===== src/rtl/jtdd_prom_we.sv =====
// Download router: steers each loader byte either to a byte lane of the 16-bit
// SDRAM or to one of PROM_W on-chip PROMs, selected by its linear file address.
//
// Ports
//   clk, rst     clock (rising edge) and asynchronous active-high reset
//   downloading  loader transfer in progress
//   ioctl_addr   byte address within the ROM file
//   ioctl_data   byte being downloaded
//   ioctl_wr     one-cycle strobe qualifying ioctl_addr/ioctl_data
//   prog_addr    SDRAM word address, or PROM byte address on PROM writes
//   prog_data    byte to write
//   prog_mask    active-low byte enables, [1]=bits 15:8, [0]=bits 7:0
//   prog_we      one-cycle SDRAM write pulse
//   prom_we      one-hot, one-cycle PROM write pulse
module jtdd_prom_we #(
    parameter int unsigned PROM_W     = 2,
    parameter int unsigned PROM_AW    = 8,
    parameter logic [21:0] BA1_START  = 22'h08000,
    parameter logic [21:0] BA2_START  = 22'h10000,
    parameter logic [21:0] BA3_START  = 22'h20000,
    parameter logic [21:0] PROM_START = 22'h40000,
    parameter logic [21:0] BA1_OFFSET = 22'h04000,
    parameter logic [21:0] BA2_OFFSET = 22'h08000,
    parameter logic [21:0] BA3_OFFSET = 22'h10000
) (
    input  logic              clk,
    input  logic              rst,
    input  logic              downloading,
    input  logic [21:0]       ioctl_addr,
    input  logic [7:0]        ioctl_data,
    input  logic              ioctl_wr,
    output logic [21:0]       prog_addr,
    output logic [7:0]        prog_data,
    output logic [1:0]        prog_mask,
    output logic              prog_we,
    output logic [PROM_W-1:0] prom_we
);

    localparam int unsigned AW = 22;
    // Total bytes occupied by all PROMs after PROM_START
    localparam logic [AW-1:0] PROM_TOTAL = AW'(PROM_W) << PROM_AW;

    logic [AW-1:0]     region_base_c;
    logic [AW-1:0]     region_off_c;
    logic [AW-1:0]     prom_off_c;
    logic [AW-1:0]     sdram_addr_c;
    logic [PROM_W-1:0] prom_sel_c;
    logic              sdram_hit_c;
    logic              prom_hit_c;
    logic              accept_c;

    // Address decode: region start/offset selection and PROM range check
    always_comb begin
        region_base_c = '0;
        region_off_c  = '0;
        sdram_hit_c   = 1'b0;
        prom_hit_c    = 1'b0;
        prom_off_c    = ioctl_addr - PROM_START;
        if (ioctl_addr < BA1_START) begin
            sdram_hit_c = 1'b1;
        end else if (ioctl_addr < BA2_START) begin
            region_base_c = BA1_START;
            region_off_c  = BA1_OFFSET;
            sdram_hit_c   = 1'b1;
        end else if (ioctl_addr < BA3_START) begin
            region_base_c = BA2_START;
            region_off_c  = BA2_OFFSET;
            sdram_hit_c   = 1'b1;
        end else if (ioctl_addr < PROM_START) begin
            region_base_c = BA3_START;
            region_off_c  = BA3_OFFSET;
            sdram_hit_c   = 1'b1;
        end else if (prom_off_c < PROM_TOTAL) begin
            prom_hit_c = 1'b1;
        end
    end

    // Byte address to word address, wrapping modulo 2**22
    assign sdram_addr_c = ((ioctl_addr - region_base_c) >> 1) + region_off_c;
    assign prom_sel_c   = PROM_W'(1) << (prom_off_c >> PROM_AW);
    assign accept_c     = ioctl_wr & downloading;

    // Output registers; write pulses clear every cycle unless re-armed
    always_ff @(posedge clk or posedge rst) begin
        if (rst) begin
            prog_addr <= '0;
            prog_data <= '0;
            prog_mask <= 2'b11;
            prog_we   <= 1'b0;
            prom_we   <= '0;
        end else begin
            prog_we <= 1'b0;
            prom_we <= '0;
            if (accept_c && sdram_hit_c) begin
                prog_data <= ioctl_data;
                prog_addr <= sdram_addr_c;
                // Even byte goes to the low lane, odd byte to the high lane
                prog_mask <= ioctl_addr[0] ? 2'b01 : 2'b10;
                prog_we   <= 1'b1;
            end else if (accept_c && prom_hit_c) begin
                prog_data <= ioctl_data;
                prog_addr <= AW'(prom_off_c[PROM_AW-1:0]);
                prog_mask <= 2'b11;
                prom_we   <= prom_sel_c;
            end
        end
    end

endmodule


===== config.mk =====
export PLATFORM = sky130hd
export DESIGN_NAME = jtdd_prom_we
export DESIGN_NICKNAME = d
export VERILOG_FILES = /design/src/rtl/jtdd_prom_we.sv
export SDC_FILE = /design/constraint.sdc
export NUM_CORES = 1
export LEC_CHECK = 0
export BUFFER_PORTS_ARGS = -buffer_cell sky130_fd_sc_hd__buf_2
export CORE_AREA = 2 2 74 76
export CTS_CLUSTER_DIAMETER = 40
export CTS_CLUSTER_SIZE = 10
export DETAILED_ROUTE_END_ITERATION = 10
export DIE_AREA = 0 0 76 78
export MAX_ROUTING_LAYER = met4
export PLACE_DENSITY = 0.71
export SYNTH_ARGS = -nofsm -noshare
export SYNTH_HDL_FRONTEND = slang
export SYNTH_SLANG_ARGS = --single-unit

===== constraint.sdc =====
create_clock -name clk -period 1.6 [get_ports clk]
set_clock_uncertainty 0.2 [all_clocks]
set_input_delay 0.48 -clock clk [delete_from_list [all_inputs] [get_ports clk]]
set_output_delay 0.48 -clock clk [all_outputs]
set_load 0.005 [all_outputs]

==> metrics.txt, run 1 <==
Worst setup endpoint prog_addr[18]; ratio of cells with drive above 1 in the final layout 57.5%; worst path arrival time 2.32 ns; area grow syn2layout 65.4%; first-pass GRT wire length 7.35 mm; Ys Warns 0; failing checks negative setup slack; Reg clk slew, reported paths 0.07 ns; Final Core Density 57.2%; Critical Path Start Type primary input; placed inst area 2460 µm²; drt total wl 4.36 mm; post-synthesis adder-cell area fraction 5.17%; initial antenna violation count 0; CTS hold repair buffers 0; DRT iter0 DRCs 62; Tmin final 2.36 ns; setup TNS -12.50 ns; post-synth top area share 47.4%; Synth Flop Type dfrtp_1; Avg Cell Area, Syn 10.9 µm²; # fillers 439; fmax 423 MHz; met3 usage 2.79%; cell count after synthesis 160; Mapped Area 1740 µm²; critical path required time 1.56 ns; DIE HEIGHT 78 µm; post-synth top area cell dfrtp_1; number of global-route vias before repair 1573; Final Power 2.57 mW; core footprint 5040 µm²; Compound-Gate Fraction of Synth Area 12.8%; Detail Placement HPWL 3.15 mm; post-synthesis mux area share 9.76%; number of nets in the layout 307; cells on worst reg2reg path 3; R2R Path End prog_mask[0]; r2r setup slk 0.60 ns; post-route cell area 2880 µm²; commonest non-fill, non-tap cells in the layout buf_2, dfrtp_1, nand2_1; CP endpoint kind register; Post-Synth Simple-Gate Area 15.1%; global route overflow 0; # DRC 0; via count 1582; async set-reset flop share out of synthesis 100%; maximum VDD drop 0.287 mV; Final WS setup -0.764 ns; Routed WL per cell 12.9 µm; Leak 1.40 nW; main area contributors after synthesis dfrtp_1, nand2_1, mux2_2; Ports 69; ANT cells 0; met2 Track Usage GR 27.6%; Placed Cells 317; full die area 5930 µm²; CTS sink count 35; max cap viols 0; xor and xnor area share after synthesis 2.51%; gr busiest metal met2; largest net degree at the start of global routing 36; worst setup path start ioctl_addr[18]; root buffer cell clkbuf_8; crit-path max FO 3; combinational family with the most area after synthesis simple AND/OR/NAND/NOR gates; status finished, violations left; GRT Util Overall 16.0%; H-tree Lvls 2; CTS tree yes; number of max-slew violations in the final report 0; Final Hold Fails 0; drt pass-1 iters 4; final setup violation count 34; Clk Latency, worst-skew pair 0.28 ns; Seq/Total Area, Yosys 50.4%; flops & latches, synth 35; EDFF count, synth 0; CTS Buffer Depth 2; cts bufs inserted 5; Cell Pwr Density 893 nW/µm²; Finished Layout Cells 338; GR Layer Usage met1 19.0%; drt via density 4.68; worst reg2reg path startpoint prog_mask[0]; die width 76 µm; commonest non-fill, non-tap cell in the layout buf_2; Synth cell types 44; kind of critical path in -> reg; row count 26; Placer Congestion 0.834; post-route ant nets 0; Hold Path Class in -> async; IO buf count 68; Initial Util 34.6%; RSZ-0062 raised after global routing yes; Tcrit/Tclk final 148%
-- power by group --
| group | switching [mW] | internal [mW] |
|---|---|---|
| Combinational | 0.275 | 0.396 |
| Sequential | 0.0801 | 1.05 |
| Clock | 0.310 | 0.463 |
| Total | 0.665 | 1.91 |
-- Yosys cell counts, drive strengths merged (3+ instances only) --
| cell type | count |
|---|---|
| nor4 | 3 |
| a21oi | 3 |
| o22ai | 3 |
| buf | 4 |
| mux2i | 8 |
| ha | 4 |
| dfrtp | 33 |
| mux2 | 8 |
| nand2 | 29 |
| o21ai | 17 |
| xnor2 | 3 |
| inv | 8 |
| nor3 | 3 |
-- metrics by stage --
stage	setup slack (ns)	hold slack (ns)
after floorplan	-0.786	0.279
after global placement	-1.06	0.288
after detailed placement	-1.13	0.283
after CTS	-0.784	0.0327
after global routing	-0.818	0.0420
final	-0.764	0.0305
-- critical path: stages --
cell and delay (ns):
buf_8 0.10, nor4_4 0.28, nand3b_1 0.17, fa_2 0.38, xor2_1 0.15, ha_1 0.31, nor2b_4 0.15, o2111ai_2 0.19
o221ai_2 0.11
-- kinds of logic after synthesis --
logic type,Yosys count
AND/OR/NAND/NOR,49
flip-flops,35
AO/OA/AOI/OAI,34
multiplexers,16
buffers and inverters,14
adder cells (fa/ha/maj),6
XOR/XNOR,5
other,1
-- worst min path at each step --
stage / slack (ns) / cells past startpoint / to
3_5_place_dp: 0.28 / 1 / prog_addr[20]
6_report: 0.03 / 3 / prog_data[2]
4_1_cts: 0.03 / 3 / prog_data[2]
3_3_place_gp: 0.29 / 1 / prog_addr[20]
2_1_floorplan: 0.28 / 1 / prog_addr[20]
5_1_grt: 0.04 / 3 / prog_data[2]
-- metal layers --
| layer | routed length, µm | vias to the layer above |
|---|---|---|
| met3 | 197 | 7 |
| met4 | 69 | 0 |
| met2 | 2360 | 41 |
| met1 | 1730 | 766 |
| li1 | - | 768 |
| met5 | 0 | - |
-- sequential cells by signal (all words and copies together), names as in the netlist --
signal     count
prog_addr     22
prog_data      8
prog_mask      2
prom_we        2
prog_we        1
-- layout make-up --
type / instances / area (µm²) / share of cell area, %
clock buffer: 5 / 68.8 / 2.39
clock inverter: 3 / 43.8 / 1.52
inverter: 8 / 30.0 / 1.04
multi-input combinational: 112 / 980 / 34.0
sequential: 35 / 878 / 30.5
tap: 70 / 87.6 / 3.04
timing repair buffer: 105 / 795 / 27.6
-- what timing repair did --
action                     CTS  global route
gates cloned                 3             0
gates resized for setup     36            23
pin swaps                   16            13
setup buffers                7             9
setup endpoints to repair   36            36
Note: power is estimated with default switching activity, not from simulation.
==> run 2: changes to the inputs <==
--- a/config.mk
+++ b/config.mk
@@ -6,13 +6,15 @@
 export NUM_CORES = 1
 export LEC_CHECK = 0
 export BUFFER_PORTS_ARGS = -buffer_cell sky130_fd_sc_hd__buf_2
-export CORE_AREA = 2 2 74 76
+export CELL_PAD_IN_SITES_DETAIL_PLACEMENT = 1
+export CELL_PAD_IN_SITES_GLOBAL_PLACEMENT = 2
+export CORE_AREA = 2 2 81 83
 export CTS_CLUSTER_DIAMETER = 40
 export CTS_CLUSTER_SIZE = 10
 export DETAILED_ROUTE_END_ITERATION = 10
-export DIE_AREA = 0 0 76 78
+export DIE_AREA = 0 0 83 85
 export MAX_ROUTING_LAYER = met4
-export PLACE_DENSITY = 0.71
+export PLACE_DENSITY = 0.89
 export SYNTH_ARGS = -nofsm -noshare
 export SYNTH_HDL_FRONTEND = slang
 export SYNTH_SLANG_ARGS = --single-unit
==> run 2 against run 1 <==
Against the previous run: the run still ends with negative setup slack left; power is 2.3% higher; fmax is 2.2% lower; register-to-register slack worse by 0.10 ns; critical path type unchanged; highest routed layer unchanged.
==> metrics.txt, run 2 (synthesis gave the netlist of run 1 again) <==
status finished, violations left; failing checks negative setup slack; CTS Buffer Depth 2 (unchanged); die width 83 µm (+9.2%); first-pass GRT wire length 8.44 mm (+15%); Initial Util 28.1% (-6.5 points); # DRC 0 (unchanged); via count 1626 (+2.8%); worst setup path start ioctl_addr[21]; RSZ-0062 raised after global routing yes; # fillers 689 (+57%); Hold Path Class in -> async; worst path arrival time 2.41 ns (+0.09 ns); Routed WL per cell 14.9 µm (+15%); Reg clk slew, reported paths 0.08 ns (about the same); Critical Path Start Type primary input; NetSw 0.721 mW (+8.5%); IO buf count 68 (unchanged); global route overflow 0 (unchanged); DIE HEIGHT 85 µm (+9.0%); largest net degree at the start of global routing 36 (unchanged); worst reg2reg path startpoint prog_mask[0]; GRT Util Overall 15.3% (-0.75 points); commonest non-fill, non-tap cells in the layout buf_2, dfrtp_1, nand2_1; largest registers prog_addr x22, prog_data x8; Internal 1.91 mW (+0.18%); slowest stage cell, crit path nor4_2; CTS tree yes; DRT iter0 DRCs 44 (-29%); H-tree Lvls 2 (unchanged); Cell Pwr Density 891 nW/µm² (-0.19%); ANT cells 0 (unchanged); post-route cell area 2960 µm² (+2.5%); post-route ant nets 0 (unchanged); maximum VDD drop 0.386 mV (+35%); ratio of cells with drive above 1 in the final layout 59.3% (+1.9 points); Clk pwr share 30.6% (+0.6 points); flip-flop count of the largest register after layout 22 (unchanged); worst stage delay on the critical path 0.31 ns (-0.07 ns); Switching Fraction 27.4% (+1.6 points); cts bufs inserted 5 (unchanged); CP endpoint kind register; initial antenna violation count 0 (unchanged); Detail Placement HPWL 3.68 mm (+17%); placed inst area 2490 µm² (+0.97%); core footprint 6200 µm² (+23%); drt via density 4.65 (-0.74%); fmax 414 MHz (-2.2%); number of nets in the layout 312 (+1.6%); full die area 7060 µm² (+19%); number of max-slew violations in the final report 0 (unchanged); Ports 69 (unchanged); number of global-route vias before repair 1724 (+9.6%); Tmin final 2.42 ns (+0.0543 ns); final setup violation count 36 (+5.9%); kind of critical path in -> reg; Placer Congestion 0.796 (-4.5%); crit-path max FO 3 (unchanged); Buffers & Inverters on Critical Path 3 (+2); commonest non-fill, non-tap cell in the layout buf_2; Leak 1.43 nW (+2.2%); Final Hold Fails 0 (unchanged); drt pass-1 iters 4 (unchanged); max cap viols 0 (unchanged); CP top delay family simple AND/OR/NAND/NOR gates; Tcrit/Tclk final 151% (+3.4 points); combinational cell fraction of total power 26.4% (+0.3 points); Biggest register prog_addr; sequential group share of total power 43.1% (-0.8 points); root buffer cell clkbuf_8; dpl ws -1.21 ns (-0.0773 ns); area grow syn2layout 69.6%; drt total wl 5.21 mm (+20%); Clk Latency, worst-skew pair 0.28 ns (about the same); worst-path cell chain buf_8 -> nor4_4 -> nand3b_1 -> buf_4 -> buf_6 -> ha_4 -> o21a_1 -> nor4_2 -> xnor2_1 -> o32ai_2; CTS sink count 35 (unchanged); critical path required time 1.59 ns (+0.03 ns); Final WS setup -0.818 ns (-0.0543 ns); CTS hold repair buffers 0 (unchanged); row count 29 (+12%)
[run 2: cell types whose count changed in the layout (fill, tap and decap cells not counted), moves of 2 or more]
cell    previous run  this run
buf_2             60        63
buf_6             19        11
buf_4             18        27
buf_12             3         5
buf_8              4         1
[run 2: final timing paths]
| check | cells past startpoint | slack (ns) | end |
|---|---|---|---|
| max in group asynchronous | 3 | 0.92 | prog_mask[0] |
| min in group clk | 2 | 0.16 | prom_we[0] |
| min reg2reg | 1 | 0.30 | prog_addr[20] |
| max | 10 | -0.82 | prog_addr[21] |
| max reg2reg | 4 | 0.50 | prog_mask[0] |
| min | 3 | 0.03 | prom_we[1] |
[run 2: power by group through the flow]
stage,combinational (mW),clock (mW),sequential [mW]
2_1_floorplan,0.259,0,1.16
3_3_place_gp,0.571,0,1.14
3_5_place_dp,0.594,0,1.15
4_1_cts,0.673,0.822,1.14
5_1_grt,0.768,0.847,1.16
6_report,0.695,0.805,1.13
[run 2: final cells by class]
| cell class | instances | area [µm²] | area share, % |
|---|---|---|---|
| flip-flops and latches | 35 | 878 | 29.7 |
| clock inverters | 3 | 43.8 | 1.48 |
| clock buffers | 5 | 68.8 | 2.33 |
| multi-input cells | 112 | 1000 | 34.0 |
| inverters | 8 | 30.0 | 1.02 |
| repair buffers | 110 | 835 | 28.2 |
| well taps | 77 | 96.3 | 3.26 |
[run 2: metal layers]
| layer | vias up | part of all wire [%] | track usage, % |
|---|---|---|---|
| met4 | 0 | 0.96 | 4.02 |
| met2 | 36 | 52 | 26.5 |
| li1 | 782 | - | - |
| met5 | - | 0 | - |
| met1 | 801 | 44 | 18.4 |
| met3 | 7 | 3.6 | 2.82 |
[run 2: stage by stage]
step                instances  total power [mW]  TNS (ns)  util, %  hold slack, ns
global placement          326              1.71    -20.28     40.1           0.288
detailed placement        326              1.74    -21.71     40.1           0.289
floorplan                 161              1.42     -9.78        -           0.279
global route              350              2.77    -15.00     47.6          0.0574
CTS                       345              2.63    -12.97     46.3          0.0304
finish                    350              2.63    -12.81     47.6          0.0287
[run 2: timing repair]
item | in CTS | in global routing
pin swaps | 16 | 14
gates resized for setup | 37 | 11
setup buffers | 8 | 6
gates cloned | 3 | 0
setup endpoints to repair | 34 | 36
[run 2: worst register-to-register path, stage by stage, from the launching register on]
cell and delay [ns]:
dfstp_2 0.53, buf_4 0.10, buf_4 0.10, o21ai_2 0.05, nand2_1 0.06
==> run 3: changes to the inputs <==
==> config.mk (replaced) <==
export PLATFORM = sky130hd
export DESIGN_NAME = jtdd_prom_we
export DESIGN_NICKNAME = d
export VERILOG_FILES = /design/src/rtl/jtdd_prom_we.sv
export SDC_FILE = /design/constraint.sdc
export NUM_CORES = 1
export LEC_CHECK = 0
export BUFFER_PORTS_ARGS = -buffer_cell sky130_fd_sc_hd__buf_2
export CORE_AREA = 2 2 74 76
export CTS_CLUSTER_DIAMETER = 40
export CTS_CLUSTER_SIZE = 10
export DETAILED_ROUTE_END_ITERATION = 10
export DIE_AREA = 0 0 76 78
export MAX_ROUTING_LAYER = met4
export PLACE_DENSITY = 0.71
export SYNTH_ARGS = -nofsm -noshare
export SYNTH_HDL_FRONTEND = slang
export SYNTH_SLANG_ARGS = --single-unit
==> constraint.sdc (replaced) <==
create_clock -name clk -period 1.6 [get_ports clk]
set_clock_uncertainty 0.2 [all_clocks]
set_input_delay 0.16 -clock clk [delete_from_list [all_inputs] [get_ports clk]]
set_output_delay 0.16 -clock clk [all_outputs]
set_load 0.005 [all_outputs]
==> run 3 against run 2 <==
Against the previous run: the flow finishes with violations (negative hold slack, negative setup slack); cell count rose by 2.3%; worst hold slack got worse by 0.029 ns; fmax rose by 18%; setup slack improved by 0.36 ns; via count rose by 2.4%; sequential share of layout area fell by 0.57 points; critical endpoint is now prog_addr[18]; largest cell class unchanged.
==> metrics.txt, run 3 (synthesis gave the netlist of run 1 again) <==
Tcrit/Tclk final 128% (-23 points); Reg clk slew, reported paths 0.07 ns (about the same); Leak 1.45 nW (+1.2%); RSZ-0062 raised after global routing yes; row count 26 (-10%); CTS sink count 35 (unchanged); Routed WL per cell 13.3 µm (-11%); via count 1665 (+2.4%); CP endpoint kind register; H-tree Lvls 2 (unchanged); number of nets in the layout 327 (+4.8%); Detail Placement HPWL 3.17 mm (-14%); ANT cells 0 (unchanged); die width 76 µm (-8.4%); kind of critical path in -> reg; area grow syn2layout 72.9%; final setup violation count 12 (-67%); setup TNS -2.99 ns (+9.82 ns); Final Hold Fails 1 (+1); commonest non-fill, non-tap cells in the layout buf_2, dfrtp_1, nand2_1; post-route ant nets 0 (unchanged); ratio of cells with drive above 1 in the final layout 51.4% (-8.0 points); Biggest register prog_addr; final hold slack -0.000574 ns (-0.0292 ns); critical path required time 1.56 ns (-0.03 ns); crit-path max FO 3 (unchanged); Final Core Density 59.8% (+12 points); Placer Congestion 0.808 (+1.4%); CTS tree yes; Hold Path Class in -> reg; IO buf count 68 (unchanged); root buffer cell clkbuf_8; # DRC 0 (unchanged); max cap viols 0 (unchanged); fmax 487 MHz (+18%); Final WS setup -0.454 ns (+0.364 ns); core footprint 5040 µm² (-19%); worst path arrival time 2.01 ns (-0.40 ns); Initial Util 34.6% (+6.5 points); first-pass GRT wire length 7.40 mm (-12%); GRT Util Overall 16.1% (+0.84 points); Cell Pwr Density 814 nW/µm² (-8.6%); Clk Latency, worst-skew pair 0.28 ns (about the same); largest registers prog_addr x22, prog_data x8; number of max-slew violations in the final report 0 (unchanged); largest net degree at the start of global routing 36 (unchanged); CTS Buffer Depth 2 (unchanged); DIE HEIGHT 78 µm (-8.2%); Ports 69 (unchanged); commonest non-fill, non-tap cell in the layout buf_2; DRT iter0 DRCs 13 (-70%); flip-flop count of the largest register after layout 22 (unchanged); initial antenna violation count 0 (unchanged); global route overflow 0 (unchanged); failing checks negative hold slack, negative setup slack; status finished, violations left; drt via density 4.65 (+0.11%); drt pass-1 iters 4 (unchanged); Tmin final 2.05 ns (-0.364 ns); maximum VDD drop 0.301 mV (-22%); drt total wl 4.76 mm (-8.5%); cts bufs inserted 5 (unchanged); full die area 5930 µm² (-16%); number of global-route vias before repair 1634 (-5.2%); Critical Path Start Type primary input
[run 3: path summary, 6_finish.rpt]
kind,start,endpoint,slack [ns],cells past startpoint
max in group asynchronous,rst,prog_mask[1],0.54,4
setup reg to reg,prog_data[0],prog_data[0],0.64,1
min in group asynchronous,rst,prog_data[6],0.32,4
hold reg to reg,prog_addr[20],prog_addr[20],0.30,1
hold / removal,ioctl_addr[10],prog_addr[9],-0.0006,4
setup / recovery,ioctl_addr[18],prog_addr[18],-0.45,9
[run 3: repair_timing]
| action | in CTS | in global routing |
|---|---|---|
| pin swaps | 12 | 14 |
| resized for setup | 10 | 32 |
| hold buffers | 24 | 0 |
| setup endpoints to repair | 23 | 30 |
| buffers inserted | 0 | 5 |
| cloned | 0 | 2 |
| hold endpoints to repair | 59 | 0 |
[run 3: critical path: stages]
cell	delay, ns
buf_6	0.10
nor4_4	0.28
nand3b_1	0.16
fa_2	0.38
xor2_1	0.15
ha_1	0.34
nor2b_4	0.15
o2111ai_2	0.18
o221ai_2	0.11
[run 3: power breakdown]
part / internal [mW] / switching (mW) / total, mW
combinational: 0.395 / 0.280 / 0.674
clock: 0.347 / 0.297 / 0.644
sequential: 1.05 / 0.0845 / 1.13
total: 1.79 / 0.661 / 2.45
[run 3: per-stage QoR]
step	hold slack, ns	instances	instance area [µm²]	total power, mW	worst slack (ns)
4_1_cts	0.00394	351	2820	2.41	-0.479
2_1_floorplan	0.0256	161	1820	1.40	-0.466
3_3_place_gp	0.0779	319	2440	1.69	-0.759
6_report	-0.000574	358	3010	2.45	-0.454
3_5_place_dp	0.0775	319	2440	1.71	-0.832
5_1_grt	0.0302	358	3010	2.59	-0.562
[run 3: metal layers]
layer | up-vias | share of wire [%] | GRT usage (%)
li1 | 812 | - | -
met1 | 807 | 39 | 17.8
met2 | 41 | 55 | 29.1
met3 | 5 | 4.0 | 3.37
met4 | 0 | 1.3 | 5.45
met5 | - | 0 | -
[run 3: cell type report]
cell class | count | area [µm²]
inverter | 8 | 30.0
timing repair buffer | 125 | 942
tap | 70 | 87.6
fill | 419 | 2030
clock buffer | 7 | 86.3
multi-input combinational | 112 | 983
sequential | 35 | 878
clock inverter | 1 | 5.00
